**src/rtl/mem_access_unit_pkg.sv**
```systemverilog
// Shared encodings for the memory stage: access kinds, write-data select,
// FSM states, exception codes and the latched in-flight op.
package mem_access_unit_pkg;

  localparam logic [2:0] ML_NONE = 3'd0;
  localparam logic [2:0] ML_SB   = 3'd1;
  localparam logic [2:0] ML_UB   = 3'd2;
  localparam logic [2:0] ML_SH   = 3'd3;
  localparam logic [2:0] ML_UH   = 3'd4;
  localparam logic [2:0] ML_W    = 3'd5;

  localparam logic [1:0] CWD_ALU = 2'd0;
  localparam logic [1:0] CWD_MEM = 2'd1;

  localparam logic [1:0] EXC_NONE    = 2'b00;
  localparam logic [1:0] EXC_MISAL   = 2'b01;
  localparam logic [1:0] EXC_TIMEOUT = 2'b10;

  typedef enum logic [1:0] {
    ST_IDLE = 2'd0,
    ST_BUSY = 2'd1,
    ST_RESP = 2'd2
  } state_t;

  typedef struct packed {
    logic       regwe;
    logic [4:0] wa;
    logic [2:0] memlen;
    logic [1:0] off;
    logic       we;
  } mem_op_t;

endpackage

```
**src/rtl/mem_access_unit_load_align.sv**
```systemverilog
// load_align: picks the addressed lane of a read word and sign/zero
// extends it. Ports: rdata, off (byte offset), memlen in; data out.
module load_align
  import mem_access_unit_pkg::*;
(
  input  logic [31:0] rdata,
  input  logic [1:0]  off,
  input  logic [2:0]  memlen,
  output logic [31:0] data
);

  logic [31:0] sh;

  assign sh = rdata >> {off, 3'b000};

  always_comb begin
    data = sh;
    unique case (1'b1)
      memlen == ML_SB: data = {{24{sh[7]}}, sh[7:0]};
      memlen == ML_UB: data = {24'h0, sh[7:0]};
      memlen == ML_SH: data = {{16{sh[15]}}, sh[15:0]};
      memlen == ML_UH: data = {16'h0, sh[15:0]};
      default:         data = sh;
    endcase
  end

endmodule

```
**src/rtl/mem_access_unit.sv**
```systemverilog
// mem_access_unit: memory stage. EX/MEM bundle in; req/ack data bus
// (dm_*) out; registered wb_* and combinational fwd_* out; stall_o, exc_o.
module mem_access_unit
  import mem_access_unit_pkg::*;
#(
  parameter int TIMEOUT = 16,
  parameter int AW      = 32
) (
  input  logic          clk,
  input  logic          rst,
  input  logic          in_valid,
  input  logic          regwe_i,
  input  logic [1:0]    cregwd_i,
  input  logic [4:0]    wa_i,
  input  logic [2:0]    memlen_i,
  input  logic          memwe_i,
  input  logic [31:0]   aluout_i,
  input  logic [31:0]   rd2_i,
  output logic          stall_o,
  output logic          dm_req,
  output logic          dm_we,
  output logic [AW-1:0] dm_addr,
  output logic [3:0]    dm_be,
  output logic [31:0]   dm_wdata,
  input  logic          dm_ack,
  input  logic [31:0]   dm_rdata,
  output logic          wb_valid,
  output logic          wb_we,
  output logic [4:0]    wb_wa,
  output logic [31:0]   wb_wd,
  output logic          fwd_we,
  output logic [4:0]    fwd_wa,
  output logic [31:0]   fwd_wd,
  output logic [1:0]    exc_o
);

  localparam logic [15:0] TO_LAST =
    16'(TIMEOUT > 0 ? TIMEOUT - 1 : 0);

  state_t      state, state_nx;
  mem_op_t     op_q;
  logic [15:0] cnt_q;

  logic        is_mem, is_byte, is_half, is_word;
  logic        misal, take, go, busy, acked, abort;
  logic [3:0]  be_nx;
  logic [31:0] wdata_nx, ld_data;

  assign is_byte = (memlen_i == ML_SB) || (memlen_i == ML_UB);
  assign is_half = (memlen_i == ML_SH) || (memlen_i == ML_UH);
  assign is_word = (memlen_i == ML_W);
  assign is_mem  = is_byte || is_half || is_word;
  assign misal   = (is_half && aluout_i[0])
                || (is_word && (aluout_i[1:0] != 2'b00));

  // RESP accepts like IDLE, so only BUSY blocks new bundles.
  assign busy  = (state == ST_BUSY);
  assign take  = in_valid && !busy;
  assign go    = take && is_mem && !misal;
  assign acked = busy && dm_ack;
  assign abort = busy && !dm_ack && (TIMEOUT != 0)
              && (cnt_q == TO_LAST);

  assign stall_o = go || (busy && !dm_ack && !abort);

  always_ff @(posedge clk or negedge rst) begin
    if (!rst) state <= ST_IDLE;
    else      state <= state_nx;
  end

  always_comb begin
    state_nx = state;
    unique case (state)
      ST_IDLE, ST_RESP: state_nx = go ? ST_BUSY : ST_IDLE;
      ST_BUSY: begin
        if (acked)      state_nx = ST_RESP;
        else if (abort) state_nx = ST_IDLE;
      end
      default: state_nx = ST_IDLE;
    endcase
  end

  always_comb begin
    be_nx    = 4'b1111;
    wdata_nx = rd2_i;
    unique case (1'b1)
      is_byte: begin
        be_nx    = 4'b0001 << aluout_i[1:0];
        wdata_nx = {4{rd2_i[7:0]}};
      end
      is_half: begin
        be_nx    = aluout_i[1] ? 4'b1100 : 4'b0011;
        wdata_nx = {2{rd2_i[15:0]}};
      end
      default: ;
    endcase
  end

  load_align u_align (
    .rdata  (dm_rdata),
    .off    (op_q.off),
    .memlen (op_q.memlen),
    .data   (ld_data)
  );

  always_ff @(posedge clk or negedge rst) begin
    if (!rst) begin
      dm_req   <= 1'b0;
      dm_we    <= 1'b0;
      dm_addr  <= '0;
      dm_be    <= '0;
      dm_wdata <= '0;
      op_q     <= '0;
      cnt_q    <= '0;
      wb_valid <= 1'b0;
      wb_we    <= 1'b0;
      wb_wa    <= '0;
      wb_wd    <= '0;
      exc_o    <= EXC_NONE;
    end else begin
      wb_valid <= 1'b0;
      wb_we    <= 1'b0;
      exc_o    <= EXC_NONE;
      if (take) begin
        wb_wa <= wa_i;
        if (go) begin
          dm_req   <= 1'b1;
          dm_we    <= memwe_i;
          dm_addr  <= {aluout_i[AW-1:2], 2'b00};
          dm_be    <= be_nx;
          dm_wdata <= wdata_nx;
          cnt_q    <= '0;
          op_q     <= '{regwe:  regwe_i,
                        wa:     wa_i,
                        memlen: memlen_i,
                        off:    aluout_i[1:0],
                        we:     memwe_i};
        end else begin
          wb_valid <= 1'b1;
          wb_we    <= regwe_i && !is_mem;
          wb_wd    <= (!is_mem && cregwd_i == CWD_ALU)
                      ? aluout_i : '0;
          if (is_mem) exc_o <= EXC_MISAL;
        end
      end
      if (busy) begin
        cnt_q <= cnt_q + 16'd1;
        if (acked || abort) begin
          dm_req   <= 1'b0;
          dm_we    <= 1'b0;
          dm_be    <= '0;
          wb_valid <= 1'b1;
          wb_wa    <= op_q.wa;
          wb_we    <= acked && op_q.regwe && !op_q.we;
          wb_wd    <= (acked && !op_q.we) ? ld_data : '0;
          if (abort) exc_o <= EXC_TIMEOUT;
        end
      end
    end
  end

  // Loads never forward: hazard logic must stall until wb_* holds data.
  always_comb begin
    fwd_we = 1'b0;
    fwd_wa = wa_i;
    fwd_wd = aluout_i;
    if (busy) begin
      fwd_wa = op_q.wa;
      fwd_wd = '0;
    end else if (in_valid && !is_mem) begin
      fwd_we = regwe_i;
    end
  end

endmodule

```
**config.mk**
```make
export PLATFORM = sky130hd
export DESIGN_NAME = mem_access_unit
export DESIGN_NICKNAME = d
export VERILOG_FILES = /design/src/rtl/mem_access_unit_pkg.sv /design/src/rtl/mem_access_unit_load_align.sv /design/src/rtl/mem_access_unit.sv
export SDC_FILE = /design/constraint.sdc
export NUM_CORES = 1
export LEC_CHECK = 0
export ABC_AREA = 1
export CAP_MARGIN = 20
export CORE_ASPECT_RATIO = 1.4
export CORE_MARGIN = 10
export CORE_UTILIZATION = 47
export DETAILED_ROUTE_END_ITERATION = 12
export HOLD_SLACK_MARGIN = 0.08
export PLACE_DENSITY_LB_ADDON = 0.12
export REMOVE_ABC_BUFFERS = 1
export SYNTH_ARGS = -nofsm -noshare
export SYNTH_HDL_FRONTEND = slang
export SYNTH_HIERARCHICAL = 1
export SYNTH_SLANG_ARGS = --single-unit
```
**constraint.sdc**
```tcl
create_clock -name clk -period 2.4 [get_ports clk]
set_clock_uncertainty 0.1 [all_clocks]
set_input_delay 0.48 -clock clk [delete_from_list [all_inputs] [get_ports clk]]
set_output_delay 0.48 -clock clk [all_outputs]
set_load 0.1 [all_outputs]
```
==> qor.json <==
{
  "outcome": {"value": "finished, final reports clean"},
  "synth.area.top_cells": {"value": "dfrtp_1 44%, nand2_1 19%, nand3_1 6.5%"},
  "crit_fanout": {"value": 3},
  "data_arrival_time_of_the_critical_path": {"value": 1.79, "unit": "ns"},
  "drt-total-wl": {"value": 25800, "unit": "um"},
  "max_root_sink_buffers": {"value": 2},
  "post_synth_inst_count": {"value": 1101},
  "critPathMaxStageDelay": {"value": 0.35, "unit": "ns"},
  "timing.slew.headroom": {"value": 0.562},
  "synthMuxAreaShare": {"value": 0},
  "synth_top_family_by_area": {"value": "simple AND/OR/NAND/NOR gates"},
  "netlist_area": {"value": 7820, "unit": "um2"},
  "min_path_type": {"value": "flop to flop"},
  "postSynthAreaPerCell": {"value": 7.10, "unit": "um2"},
  "timing.final.setup_violations": {"value": 0},
  "required_arrival_time_at_the_worst_endpoint": {"value": 1.82, "unit": "ns"},
  "critical_path.endpoint_type": {"value": "output pin"},
  "pre_cts_slack": {"value": -0.162, "unit": "ns"},
  "drv.max_cap_violation_count": {"value": 0},
  "cts_max_level": {"value": 4},
  "final_hold_viol_count": {"value": 0},
  "grt-ovfl-total": {"value": 0},
  "area.growth.synth_to_final": {"value": 48.7, "unit": "%"},
  "critical-path-slowest-cell": {"value": "dfrtp_1"},
  "drc_errors": {"value": 0},
  "cp_cell_sequence": {"value": "ha_2, nand2_2, nor2_4, inv_2, nor3_2, nand2_2, nand3_2, nand2_2, buf_12"},
  "cts_root_buf": {"value": "clkbuf_16"},
  "worstSkewPairLatency": {"value": 0.41, "unit": "ns"},
  "route.vias.total": {"value": 7955},
  "synth_top_cells_by_count": {"value": "402 x nand2_1, 139 x dfrtp_1, 132 x inv_1"},
  "postSynthRegisterBits": {"value": 139},
  "dpl.cell_count": {"value": 1547},
  "ys_types": {"value": 36},
  "drt-wirelength-per-cell": {"value": 16.3, "unit": "um"},
  "antenna_found_initial": {"value": 4},
  "finish.utilization": {"value": 0.716},
  "die_w": {"value": 129, "unit": "um"},
  "detailedRoute.firstPassIterationCount": {"value": 7},
  "async_flop_share": {"value": 1.00},
  "grt_setup_unrepaired": {"value": "yes"},
  "area_fraction_in_compound_gates_after_synthesis": {"value": 0.0969},
  "leakagePower": {"value": 6.10, "unit": "nW"},
  "boundaryPins": {"value": 262},
  "postSynth.topFlopCell": {"value": "dfrtp_1"},
  "placementRows": {"value": 55},
  "detailed_place_hpwl": {"value": 19600, "unit": "um"},
  "worstSetupPathType": {"value": "flop to output pin"},
  "slew_of_the_pin_with_the_lowest_slew_margin": {"value": 0.652, "unit": "ns"},
  "synth-edff-count": {"value": 0},
  "yosysWarningCount": {"value": 6},
  "synth_largest_type_area_fraction": {"value": 0.445},
  "achievable-frequency": {"value": 423, "unit": "MHz"},
  "drt_iter0_markers": {"value": 511},
  "timing.final.crit_share": {"value": 0.986},
  "synth_area_in_adders": {"value": 0.00160},
  "maximum_number_of_pins_on_one_net_before_global_route_repair": {"value": 52},
  "core": {"value": 16200, "unit": "um2"},
  "global_route_wire_length_before_repair": {"value": 41800, "unit": "um"},
  "finalWorstSetupSlack": {"value": 0.0338, "unit": "ns"},
  "max-vdd-ir-drop": {"value": 0.00113, "unit": "V"},
  "yosys.area.top_type": {"value": "dfrtp_1"},
  "final_antenna_net_count": {"value": 0},
  "port_buffers": {"value": 259},
  "post_synthesis_share_of_cell_area_spent_on_and_or_nand_and_nor_gates": {"value": 0.343},
  "path_common_cell": {"value": "nand2_2"},
  "layout_min_cycle_time": {"value": 2.37, "unit": "ns"},
  "finalNetCount": {"value": 1482},
  "final_cell_count_no_fill": {"value": 1583},
  "detail_route.vias_per_cell": {"value": 5.03},
  "rrSetupSlack": {"value": 0.49, "unit": "ns"},
  "grtUsageTotal": {"value": 0.231},
  "final_layout_size_suffix_gt1_frac": {"value": 0.206},
  "final_max_slew_viol_count": {"value": 0},
  "die_area": {"value": 22300, "unit": "um2"},
  "cts_num_sinks": {"value": 139},
  "synth_xor_area_frac": {"value": 0.00112},
  "power_density": {"value": 1490, "unit": "nW/um2"},
  "floorplan.initialDensity": {"value": 0.482},
  "die_height": {"value": 173, "unit": "um"},
  "cts_made_buffers": {"value": 17},
  "cts_tree": {"value": "yes"},
  "globalplace.congestion": {"value": 0.908},
  "cp-start-kind": {"value": "flop"},
  "cts.clk_slew.worst_paths": {"value": 0.06, "unit": "ns"},
  "yosysMostFrequentCell": {"value": "nand2_1"},
  "seq_area_frac_synth": {"value": 0.445},
  "grt_pass1_vias": {"value": 7959}
}
==> power breakdown <==
group	internal, W	switching (W)
registers	0.00313	0.000480
logic	0.00244	0.00833
clock network	0.00185	0.00104
==> flip-flops by register name, indices dropped and copies added (netlist names) <==
register  cells
dm_we         1
op_q         12
dm_req        1
wb_wd        32
cnt_q        16
dm_wdata     32
state         2
wb_wa         5
wb_valid      1
wb_we         1
dm_be         4
exc_o         2
dm_addr      30
==> area by class of cell <==
class	count	area, um2
Clock inverter	13	214
Fill cell	1355	4610
Clock buffer	18	429
Antenna cell	3	7.51
Inverter	138	520
Multi-Input combinational cell	766	3540
Timing Repair Buffer	307	3190
Sequential cell	139	3480
Tap cell	199	249
==> cells by family (layout without fill, tap and decap cells) <==
group                      after synthesis  in the layout
adders and majority gates                1              1
xor gates and xnor gates                 1              1
AOI/OAI and AO/OA                      143            143
and+or+nand+nor                        619            619
DFF                                    139            139
other                                    1              5
buffers and inverters                  197            476
==> cell usage in the layout (no fill, tap or decap), types with 2 or more instances in the layout <==
cell | synthesis | layout
nand3_2 | 20 | 20
a21oi_1 | 27 | 27
nor3_2 | 2 | 5
nand2_4 | 3 | 3
o21ai_1 | 1 | 6
o21ai_0 | 101 | 96
buf_6 | 9 | 2
bufinv_16 | 0 | 5
nand2_2 | 7 | 11
nand3_1 | 101 | 99
nand3_4 | 1 | 3
dfrtp_1 | 139 | 139
clkdlybuf4s50_1 | 0 | 107
inv_1 | 132 | 130
nand4_1 | 5 | 5
diode_2 | 0 | 3
nor2_2 | 2 | 2
nor2_1 | 64 | 62
conb_1 | 1 | 2
nor2_4 | 1 | 3
dlygate4sd2_1 | 0 | 2
nand2_1 | 402 | 398
a22oi_1 | 7 | 7
buf_12 | 0 | 48
inv_6 | 0 | 4
o22ai_1 | 2 | 2
clkbuf_16 | 0 | 17
nor3_1 | 9 | 6
inv_2 | 5 | 7
buf_4 | 12 | 146
clkinvlp_4 | 0 | 2
==> repair_timing <==
action                     CTS  global route
pin swaps                    3             6
resized for setup            8            14
setup endpoints to repair    2             7
hold buffers                 1             0
hold endpoints to repair    46             0
buffers inserted             1             0
gates cloned                 0             0
==> worst paths after layout <==
kind	start	endpoint	cells after the start
worst max-delay path	cnt_q[1]	stall_o	9
worst min-delay path	state[0]	state[0]	1
worst max register to register	state[0]	dm_we	8
worst min register to register	state[0]	state[0]	1
max in group asynchronous	rst	dm_wdata[14]	3
min in group asynchronous	rst	dm_addr[21]	2
==> stage by stage <==
step                area, um2  setup TNS, ns  total power (W)  hold slack (ns)
floorplan                7470        -186.11           0.0115           0.0844
global placement        10900          -3.27           0.0143            0.364
detailed placement      10900          -8.50           0.0144            0.358
CTS                     11600              0           0.0174            0.369
global route            11600        -0.0500           0.0181            0.373
finish                  11600              0           0.0173            0.369
==> layer usage <==
layer / GRT usage / vias to the layer above / share of wire
li1: - / 3981 / -
met1: 0.263 / 3669 / 0.39
met2: 0.398 / 272 / 0.51
met3: 0.0784 / 33 / 0.076
met4: 0.0675 / 0 / 0.020
met5: 0 / - / 0
==> critical path, delay by kind of cell, from the launching register on <==
family / cells / cell delay (ns)
buf+inv: 2 / 0.22
simple gates: 6 / 0.62
fa+ha+maj: 1 / 0.20
flops: 1 / 0.35
Power figures use the tool's default switching activity.
